`config.mk`:
```
export PLATFORM = sky130hd
export DESIGN_NAME = dev_csr_initiator
export DESIGN_NICKNAME = d
export VERILOG_FILES = /design/src/rtl/dev_csr_pkg.sv /design/src/rtl/dev_csr_cmd_fifo.sv /design/src/rtl/dev_csr_initiator.sv
export SDC_FILE = /design/constraint.sdc
export NUM_CORES = 1
export LEC_CHECK = 0
export CORE_AREA = 2 2 117 204
export CTS_BUF_LIST = sky130_fd_sc_hd__clkbuf_8
export DETAILED_ROUTE_END_ITERATION = 8
export DIE_AREA = 0 0 119 206
export GPL_TIMING_DRIVEN = 0
export PLACE_DENSITY_LB_ADDON = 0.2
export SYNTH_ARGS = -nofsm -noshare
export SYNTH_HDL_FRONTEND = slang
export SYNTH_SLANG_ARGS = --single-unit
```
`constraint.sdc`:
```
create_clock -name clk_i -period 3.7 [get_ports clk_i]
set_input_delay 0.37 -clock clk_i [delete_from_list [all_inputs] [get_ports clk_i]]
set_output_delay 0.37 -clock clk_i [all_outputs]
set_load 0.02 [all_outputs]
```
`src/rtl/dev_csr_pkg.sv`:
```
// Shared types for the dev CSR initiator: command record, FSM state encoding
// and the fixed counter width.
package dev_csr_pkg;

    localparam int REG_COUNT   = 8;
    localparam int REG_DATA_W  = 32;
    localparam int REG_ADDR_W  = $clog2(REG_COUNT);
    localparam int CMD_DEPTH   = 4;
    localparam int STRAY_CNT_W = 8;

    typedef struct packed {
        logic [REG_ADDR_W-1:0] addr;
        logic [REG_DATA_W-1:0] wr_data;
        logic                  wr_en;
    } csr_cmd_t;

    typedef enum logic [1:0] {
        IDLE,
        REQ,
        WAIT_RSP,
        HOST_RSP
    } csr_init_state_e;

endpackage

```
`src/rtl/dev_csr_cmd_fifo.sv`:
```
// Synchronous command FIFO of csr_cmd_t. Pointers carry one extra wrap bit so
// full and empty are told apart by comparing the MSBs.
module dev_csr_cmd_fifo
    import dev_csr_pkg::*;
#(
    parameter int Depth = CMD_DEPTH
) (
    input  logic     clk_i,
    input  logic     rst_ni,
    input  logic     push_i,
    input  csr_cmd_t data_i,
    input  logic     pop_i,
    output csr_cmd_t data_o,
    output logic     full_o,
    output logic     empty_o
);

    localparam int AW = $clog2(Depth);

    logic [AW:0] wr_ptr_q;
    logic [AW:0] rd_ptr_q;
    csr_cmd_t    mem_q [Depth];

    assign empty_o = (wr_ptr_q == rd_ptr_q);
    assign full_o  = (wr_ptr_q[AW] != rd_ptr_q[AW]) &&
                     (wr_ptr_q[AW-1:0] == rd_ptr_q[AW-1:0]);
    assign data_o  = mem_q[rd_ptr_q[AW-1:0]];

    always_ff @(posedge clk_i or negedge rst_ni) begin
        if (!rst_ni) begin
            wr_ptr_q <= '0;
            rd_ptr_q <= '0;
        end else begin
            if (push_i && !full_o) begin
                wr_ptr_q <= wr_ptr_q + (AW+1)'(1);
            end
            if (pop_i && !empty_o) begin
                rd_ptr_q <= rd_ptr_q + (AW+1)'(1);
            end
        end
    end

    // Storage needs no reset: a slot is only read after it has been written.
    always_ff @(posedge clk_i) begin
        if (push_i && !full_o) begin
            mem_q[wr_ptr_q[AW-1:0]] <= data_i;
        end
    end

endmodule

```
`src/rtl/dev_csr_initiator.sv`:
```
// Requester side of the dev CSR manager interface: queues host commands, keeps
// one CSR transaction outstanding and returns read data (or a timeout error).
module dev_csr_initiator
    import dev_csr_pkg::*;
#(
    parameter int RegCount      = REG_COUNT,
    parameter int RegDataWidth  = REG_DATA_W,
    parameter int RegAddrWidth  = $clog2(RegCount),
    parameter int CmdDepth      = CMD_DEPTH,
    parameter int TimeoutCycles = 255
) (
    input  logic                    clk_i,
    input  logic                    rst_ni,
    input  logic [RegAddrWidth-1:0] host_addr_i,
    input  logic [RegDataWidth-1:0] host_wr_data_i,
    input  logic                    host_wr_en_i,
    input  logic                    host_valid_i,
    output logic                    host_ready_o,
    output logic [RegDataWidth-1:0] host_rd_data_o,
    output logic                    host_rsp_err_o,
    output logic                    host_rsp_valid_o,
    input  logic                    host_rsp_ready_i,
    output logic [RegAddrWidth-1:0] csr_addr_o,
    output logic [RegDataWidth-1:0] csr_wr_data_o,
    output logic                    csr_wr_en_o,
    output logic                    csr_req_valid_o,
    input  logic                    csr_req_ready_i,
    input  logic [RegDataWidth-1:0] csr_rd_data_i,
    input  logic                    csr_rsp_valid_i,
    output logic                    csr_rsp_ready_o,
    output logic                    busy_o,
    output logic [STRAY_CNT_W-1:0]  stray_cnt_o,
    output csr_init_state_e         state_o
);

    localparam int TO_W = (TimeoutCycles > 1) ? $clog2(TimeoutCycles) : 1;

    // Every channel uses valid/ready: a transfer happens on the rising clock
    // edge where both are high; the sender holds valid and payload stable
    // until then, and valid never depends combinationally on ready.

    csr_init_state_e        state_q, state_d;
    csr_cmd_t               cmd_in, fifo_head, req_q;
    logic                   fifo_full, fifo_empty, fifo_pop;
    logic [TO_W-1:0]        to_cnt_q;
    logic [RegDataWidth-1:0] rsp_data_q;
    logic                   rsp_err_q;
    logic [STRAY_CNT_W-1:0] stray_q;
    logic                   timeout_hit, stray_hit;

    assign cmd_in.addr    = host_addr_i;
    assign cmd_in.wr_data = host_wr_data_i;
    assign cmd_in.wr_en   = host_wr_en_i;

    dev_csr_cmd_fifo #(
        .Depth (CmdDepth)
    ) u_cmd_fifo (
        .clk_i   (clk_i),
        .rst_ni  (rst_ni),
        .push_i  (host_valid_i),
        .data_i  (cmd_in),
        .pop_i   (fifo_pop),
        .data_o  (fifo_head),
        .full_o  (fifo_full),
        .empty_o (fifo_empty)
    );

    assign timeout_hit = (TimeoutCycles != 0) && (int'(to_cnt_q) == TimeoutCycles - 1);
    assign stray_hit   = csr_rsp_valid_i && ((state_q == IDLE) || (state_q == REQ));

    always_comb begin
        state_d  = state_q;
        fifo_pop = 1'b0;
        case (state_q)
            IDLE: begin
                if (!fifo_empty) begin
                    fifo_pop = 1'b1;
                    state_d  = REQ;
                end
            end
            REQ: begin
                if (csr_req_ready_i) begin
                    state_d = req_q.wr_en ? IDLE : WAIT_RSP;
                end
            end
            WAIT_RSP: begin
                if (csr_rsp_valid_i || timeout_hit) begin
                    state_d = HOST_RSP;
                end
            end
            HOST_RSP: begin
                if (host_rsp_ready_i) begin
                    state_d = IDLE;
                end
            end
            default: state_d = IDLE;
        endcase
    end

    always_ff @(posedge clk_i or negedge rst_ni) begin
        if (!rst_ni) begin
            state_q <= IDLE;
        end else begin
            state_q <= state_d;
        end
    end

    always_ff @(posedge clk_i or negedge rst_ni) begin
        if (!rst_ni) begin
            req_q      <= '0;
            to_cnt_q   <= '0;
            rsp_data_q <= '0;
            rsp_err_q  <= 1'b0;
            stray_q    <= '0;
        end else begin
            if (fifo_pop) begin
                req_q <= fifo_head;
            end
            if (state_q == REQ && csr_req_ready_i) begin
                to_cnt_q <= '0;
            end
            // A response arriving in the timeout cycle wins over the timeout.
            if (state_q == WAIT_RSP) begin
                if (csr_rsp_valid_i) begin
                    rsp_data_q <= csr_rd_data_i;
                    rsp_err_q  <= 1'b0;
                end else if (timeout_hit) begin
                    rsp_data_q <= '0;
                    rsp_err_q  <= 1'b1;
                end else begin
                    to_cnt_q <= to_cnt_q + TO_W'(1);
                end
            end
            if (stray_hit && (stray_q != '1)) begin
                stray_q <= stray_q + STRAY_CNT_W'(1);
            end
        end
    end

    assign host_ready_o     = !fifo_full;
    assign host_rd_data_o   = rsp_data_q;
    assign host_rsp_err_o   = rsp_err_q;
    assign host_rsp_valid_o = (state_q == HOST_RSP);
    assign csr_addr_o       = req_q.addr;
    assign csr_wr_data_o    = req_q.wr_data;
    assign csr_wr_en_o      = req_q.wr_en;
    assign csr_req_valid_o  = (state_q == REQ);
    assign csr_rsp_ready_o  = (state_q != HOST_RSP);
    assign busy_o           = !fifo_empty || (state_q != IDLE);
    assign stray_cnt_o      = stray_q;
    assign state_o          = state_q;

endmodule

```
== Word level (Yosys, flattened, before mapping) ==
Memories as Yosys holds them, arrays and structs flattened. A register that Yosys moved wholly into a read port is not among the register bits.
Index checks and enable logic that the tools add are counted.

* Word-level logic and storage cells: 60
* Memories kept: 1
* Memory bits (writable): 144
* Bits of input ports: 74
* Bits in registers: 57

{| class="wikitable"
|+ Memory list
! name !! depth !! width !! read ports !! clocked after Yosys merged registers in !! wr ports !! RTL line !! text
|-
| u_cmd_fifo.mem_q || 4 || 36 || 1 || 1 || 1 || dev_csr_cmd_fifo.sv:22 || <nowiki>csr_cmd_t mem_q [Depth];</nowiki>
|}

* Muxes and demuxes: 18
* Equality and inequality tests: 13
* Add/subtract/negate cells: 4
* Reductions and logical operators: 17

{| class="wikitable"
|+ Operator list
! cell !! number
|-
| $mux W32 || 2
|-
| $mux W8 || 4
|-
| $add A8 B1 Y8 const B || 2
|-
| $mux W2 || 5
|-
| $eq A8 B2 Y1 const B || 1
|-
| $ne A8 B8 Y1 const B || 1
|-
| $pmux W2 S4 || 1
|-
| $add A3 B1 Y3 const B || 2
|-
| $logic_and A1 B1 Y1 || 6
|-
| $mux W1 || 6
|-
| $ne A2 B2 Y1 const B || 3
|-
| $eq A2 B2 Y1 const B || 2
|-
| $ne A2 B1 Y1 const B || 2
|-
| $reduce_and A4 Y1 || 1
|-
| $reduce_bool A2 Y1 || 2
|-
| $eq A3 B3 Y1 || 1
|-
| $logic_not A1 Y1 || 3
|-
| $logic_or A1 B1 Y1 || 3
|-
| $eq A2 B1 Y1 const B || 1
|-
| $eq A2 B2 Y1 || 1
|-
| $logic_not A2 Y1 || 1
|-
| $reduce_and A2 Y1 || 1
|-
| $ne A1 B1 Y1 || 1
|}

== Logic depth before layout (Yosys ltp) ==
* Depth in word-level cells: 6
* Depth in mapped cells: 7
* Mapped depth without buffers: 6

== Hierarchy ==
Synthesis repeated with hierarchy kept, for this count alone.

* Cell total of the unflattened synthesis: 487
* Area, all modules: 9168.8 um^2

{| class="wikitable"
|+ Modules (own cells, without submodules)
! module !! area an instance (um^2) !! cells an instance !! times used
|-
| dev_csr_cmd_fifo || 5699.2 || 239 || 1
|-
| dev_csr_initiator || 3469.6 || 248 || 1
|}

== Worst setup path after synthesis ==
No wires, ideal clock.

* Path kind: reg2reg
* Start point: register u_cmd_fifo.rd_ptr_q[2]
* End point: memory u_cmd_fifo.mem_q[3][0] (netlist name) (enable)
* Cell stages (with the launch flop): 4
* Library setup time: 398 ps
* Arrival: 1955 ps
* Slack: 1346 ps
* Buffers on the path: 0
* Cell sequence: dfrtp_1 -> xnor2_1 -> nand3b_1 -> and3_1

* Cells in the longest elaborated chain, start to end: 6

{| class="wikitable"
|+ Ends and longest elaborated chain
! item !! RTL line !! text
|-
| start: declaration || dev_csr_cmd_fifo.sv:21 || <nowiki>logic [AW:0] rd_ptr_q;</nowiki>
|-
| start signal: assignment || dev_csr_cmd_fifo.sv:38 || <nowiki>rd_ptr_q <= rd_ptr_q + (AW+1)'(1);</nowiki>
|-
| $ne A1 B1 Y1 || dev_csr_cmd_fifo.sv:25 || <nowiki>assign full_o = (wr_ptr_q[AW] != rd_ptr_q[AW]) &&</nowiki>
|-
| $logic_and A1 B1 Y1 || dev_csr_cmd_fifo.sv:25 ||
|-
| $logic_not A1 Y1 || n/a ||
|-
| via host_ready_o || dev_csr_initiator.sv:18 || <nowiki>output logic host_ready_o,</nowiki>
|-
| $logic_and A1 B1 Y1 || dev_csr_cmd_fifo.sv:45 || <nowiki>if (push_i && !full_o) begin</nowiki>
|-
| $mux W1 || dev_csr_cmd_fifo.sv:45 ||
|-
| $mux W1 (implied by the code) || dev_csr_cmd_fifo.sv:46 || <nowiki>mem_q[wr_ptr_q[AW-1:0]] <= data_i;</nowiki>
|-
| end: declaration || dev_csr_cmd_fifo.sv:22 ||
|}

The timed path passes the listed nets, and every way through them passes these cells.

== Final worst setup path ==
* Start point: register u_cmd_fifo.wr_ptr_q[0]
* End point: output host_ready_o

* Cells in the longest elaborated chain, start to end: 3

{| class="wikitable"
|+ Ends and longest elaborated chain
! item !! RTL line !! text
|-
| start: declaration || dev_csr_cmd_fifo.sv:20 || <nowiki>logic [AW:0] wr_ptr_q;</nowiki>
|-
| start signal: assignment || dev_csr_cmd_fifo.sv:35 || <nowiki>wr_ptr_q <= wr_ptr_q + (AW+1)'(1);</nowiki>
|-
| $eq A2 B2 Y1 || dev_csr_cmd_fifo.sv:26 || <nowiki>(wr_ptr_q[AW-1:0] == rd_ptr_q[AW-1:0]);</nowiki>
|-
| $logic_and A1 B1 Y1 || dev_csr_cmd_fifo.sv:25 ||
|-
| $logic_not A1 Y1 || dev_csr_initiator.sv:140 || <nowiki>assign host_ready_o = !fifo_full;</nowiki>
|-
| end: declaration || dev_csr_initiator.sv:18 ||
|}

No other way between the ends.

==> flow_summary.yaml <==
power:
  power_density_nw_per_um2: 839
  peakVddDrop_uv: 379
  p_total_mw: 9.84
  cellLeakagePower_nw: 4.43
global_routing:
  gr-usage-met3: 0.0392
  grt_start_max_net_pins: 67
  grt_first_pass_wirelength_um: 30100
  grt_usage: 0.162
  use_met2: 0.290
  top_usage_layer: "met2"
  grt_antenna_before_repair: 0
  overflow: 0
  use_met1: 0.186
  grt_pass1_vias: 5334
critical_path:
  startpoint_type: "flop"
  critical_path_required_ns: 3.33
  cp-startpoint: "u_cmd_fifo.wr_ptr_q[0]$_DFFE_PN0P_"
  cp.arrival_ns: 2.10
  critPathMaxFanout: 6
  setup.worst_path.class: "flop to output pin"
  endpoint: "host_ready_o"
  slowest_stage: "clkdlybuf4s50_1"
  r2r_setup_slack_ns: 1.45
  max_stage_delay_ns: 0.61
  crit_path_end_kind: "output pin"
  cp_cell_sequence: "xnor2_1, nand3b_1, clkdlybuf4s50_1"
  r2r_cells: 4
  timing.rr.end: "csr_addr_o[1]$_DFFE_PN0P_"
  reg2reg_from: "u_cmd_fifo.rd_ptr_q[1]$_DFFE_PN0P_"
clocking:
  clk_latency_ns: 0.53
  clock-sinks: 237
  cts-resized-gates: 0
  cts_root_buffer: "clkbuf_8"
  cts_buffer_depth: 3
  cts_tree: "done"
  cts_buffers: 37
  htree_num_levels: 2
  clk_pin_slew_worst_paths_ns: 0.06
finish:
  fin_nets: 748
  mostFrequentLayoutCells: "clkdlybuf4s50_1 (156), edfxtp_1 (144), dfrtp_1 (93)"
  n_fill_cell: 1943
  regArea_um2: 6650
  area_delta_synth_final_pct: 30.3
  multi_input_area_um2: 2240
  stdcell_count: 994
  drive_gt1_frac: 0.214
  fin_util: 0.509
  antenna_cells: 0
  layout_commonest_cell: "clkdlybuf4s50_1"
synthesis:
  avgSynthCellArea_um2: 19.4
  synth-seq-cells: 237
  syn_nets: 546
  synth_cell_types: 39
  synth_area_um2: 9010
  syn-instance-count: 464
  yosys_warnings: 0
  ys_seq_area_frac: 0.738
floorplanning:
  core_area_um2: 23100
  die-width_um: 119
  initial_core_util: 0.391
  num_rows: 74
  die_area_um2: 24500
  io_pins: 158
  fp.dieH_um: 206
routing:
  drt_wl_total_um: 19400
  drt-wirelength-per-cell_um: 19.5
  routed_via_density: 5.04
  antenna_left: 0
  vias: 5013
  drc: 0
  drt-initial-drc-count: 209
  firstDrtPassIters: 4
job:
  drv_cap: 0
timing:
  setup_violations: 0
  finalHoldViolCount: 0
  tightest_slew_ns: 0.728
  clock_skew_ns: 0.0187
  grt_setup_unrepaired: "false"
  timing.final.crit_period_ns: 2.47
  slew_headroom: 0.515
  finalCritPeriodShare: 0.667
  slew_viol_final: 0
  setup_ws_ns: 1.23
  fmaxAchievable_ghz: 0.405
  hold_ws_ns: 0.344
place:
  dp_cells: 930
  dp_slack_ns: 1.33
  portBuffers: 157
  dpl.hpwl_um: 12400
  place_congestion: 0.810
worst_hold_path:
  hold_path_class: "input port to asynchronous set/reset pin"
run_status:
  status: "finished clean"
[kinds of logic after synthesis]
kind of cell / count (synthesis) / synth area share
flops: 237 / 0.738
xor+xnor: 10 / 0.00972
fa+ha+maj: 8 / 0.0111
mux: 86 / 0.151
simple gates: 54 / 0.0342
buf+inv: 25 / 0.0133
compound gates: 44 / 0.0421
[state kept, by name, indices dropped and copies added, names as in the netlist, named ones only]
signal,count
state_o,1
host_rd_data_o,32
to_cnt_q,8
stray_cnt_o,8
host_rsp_err_o,1
u_cmd_fifo.wr_ptr_q,3
csr_wr_en_o,1
u_cmd_fifo.rd_ptr_q,3
csr_addr_o,3
u_cmd_fifo.mem_q,144
csr_wr_data_o,32
[final cells by class]
type	count	share of cell area
buffer	21	0.00895
clock buffer	38	0.0446
clock inverter	25	0.0113
inverter	4	0.00128
multi-input combinational	202	0.191
sequential	237	0.567
tap	304	0.0324
timing repair buffer	163	0.144
[timing repair]
item,CTS,global route
hold endpoints to repair,27,0
setup buffers,0,0
hold buffers,1,0
endpoints found under the setup margin,0,0
[layer usage]
metal,up-vias,share of wire,routed length [um]
li1,2246,-,-
met1,2578,0.38,7350
met2,154,0.55,10600
met3,35,0.048,928
met4,0,0.025,487
met5,-,0,0
[cells in the mapped netlist]
master    instances  area share
edfxtp_1        144        0.48
dfrtp_1          93        0.26
mux2_2           42       0.052
mux4_2           36       0.090
a22o_1           32       0.031
nand2_1          17      0.0071
clkbuf_1         11      0.0046
and3_1            8      0.0056
ha_1              8       0.011
mux2i_1           8      0.0089
buf_2             6      0.0033
xnor2_1           6      0.0058
nand4_1           5      0.0035
inv_1             4      0.0017
xor2_1            4      0.0039
and2_1            3      0.0021
buf_4             3      0.0025
nand3_1           3      0.0017
nor2_1            3      0.0012
nor2b_1           3      0.0021
a21oi_1           2      0.0011
and2b_1           2      0.0017
nand3b_1          2      0.0017
nor3_1            2      0.0011
o21ai_0           2      0.0011
o21ai_1           2      0.0011
a311oi_2          1      0.0017
a31oi_1           1     0.00069
a32o_1            1      0.0011
a41oi_1           1     0.00097
a41oi_2           1      0.0018
and3b_1           1     0.00097
and4_1            1     0.00097
buf_6             1      0.0012
nand4b_1          1     0.00097
nor4bb_1          1      0.0011
o211ai_2          1      0.0014
or3b_4            1      0.0012
or4_4             1      0.0012
[through the flow]
step / TNS, ns / area [um2]
after detailed placement: 0 / 11100
after CTS: 0 / 11700
after global placement: -144.70 / 11000
final: 0 / 11700
after global routing: 0 / 11700
after floorplan: 0 / 9010
[how the worst min path moves through the flow]
stage / start / cells after the start / end
2_1_floorplan: rst_ni / 0 / asynchronous set/reset pin
3_3_place_gp: u_cmd_fifo.wr_ptr_q[2]$_DFFE_PN0P_ / 1 / u_cmd_fifo.wr_ptr_q[2]$_DFFE_PN0P_
3_5_place_dp: rst_ni / 1 / stray_cnt_o[3]$_DFFE_PN0P_
4_1_cts: rst_ni / 2 / stray_cnt_o[3]$_DFFE_PN0P_
5_1_grt: rst_ni / 2 / stray_cnt_o[6]$_DFFE_PN0P_
6_report: rst_ni / 2 / stray_cnt_o[5]$_DFFE_PN0P_
[report_power, final]
| part | total, mW | internal [mW] | switching (mW) |
|---|---|---|---|
| Sequential | 4.06 | 3.68 | 0.377 |
| Clock | 1.99 | 1.02 | 0.972 |
| Combinational | 3.79 | 1.95 | 1.84 |
| Total | 9.84 | 6.65 | 3.19 |
[critical path, delay by kind of cell (launching register included)]
family / cells / cell delay (ns)
xor gates and xnor gates: 1 / 0.30
and+or+nand+nor: 1 / 0.22
buffers and inverters: 1 / 0.61
DFF: 1 / 0.45
Note: power is estimated with default switching activity, not from simulation.
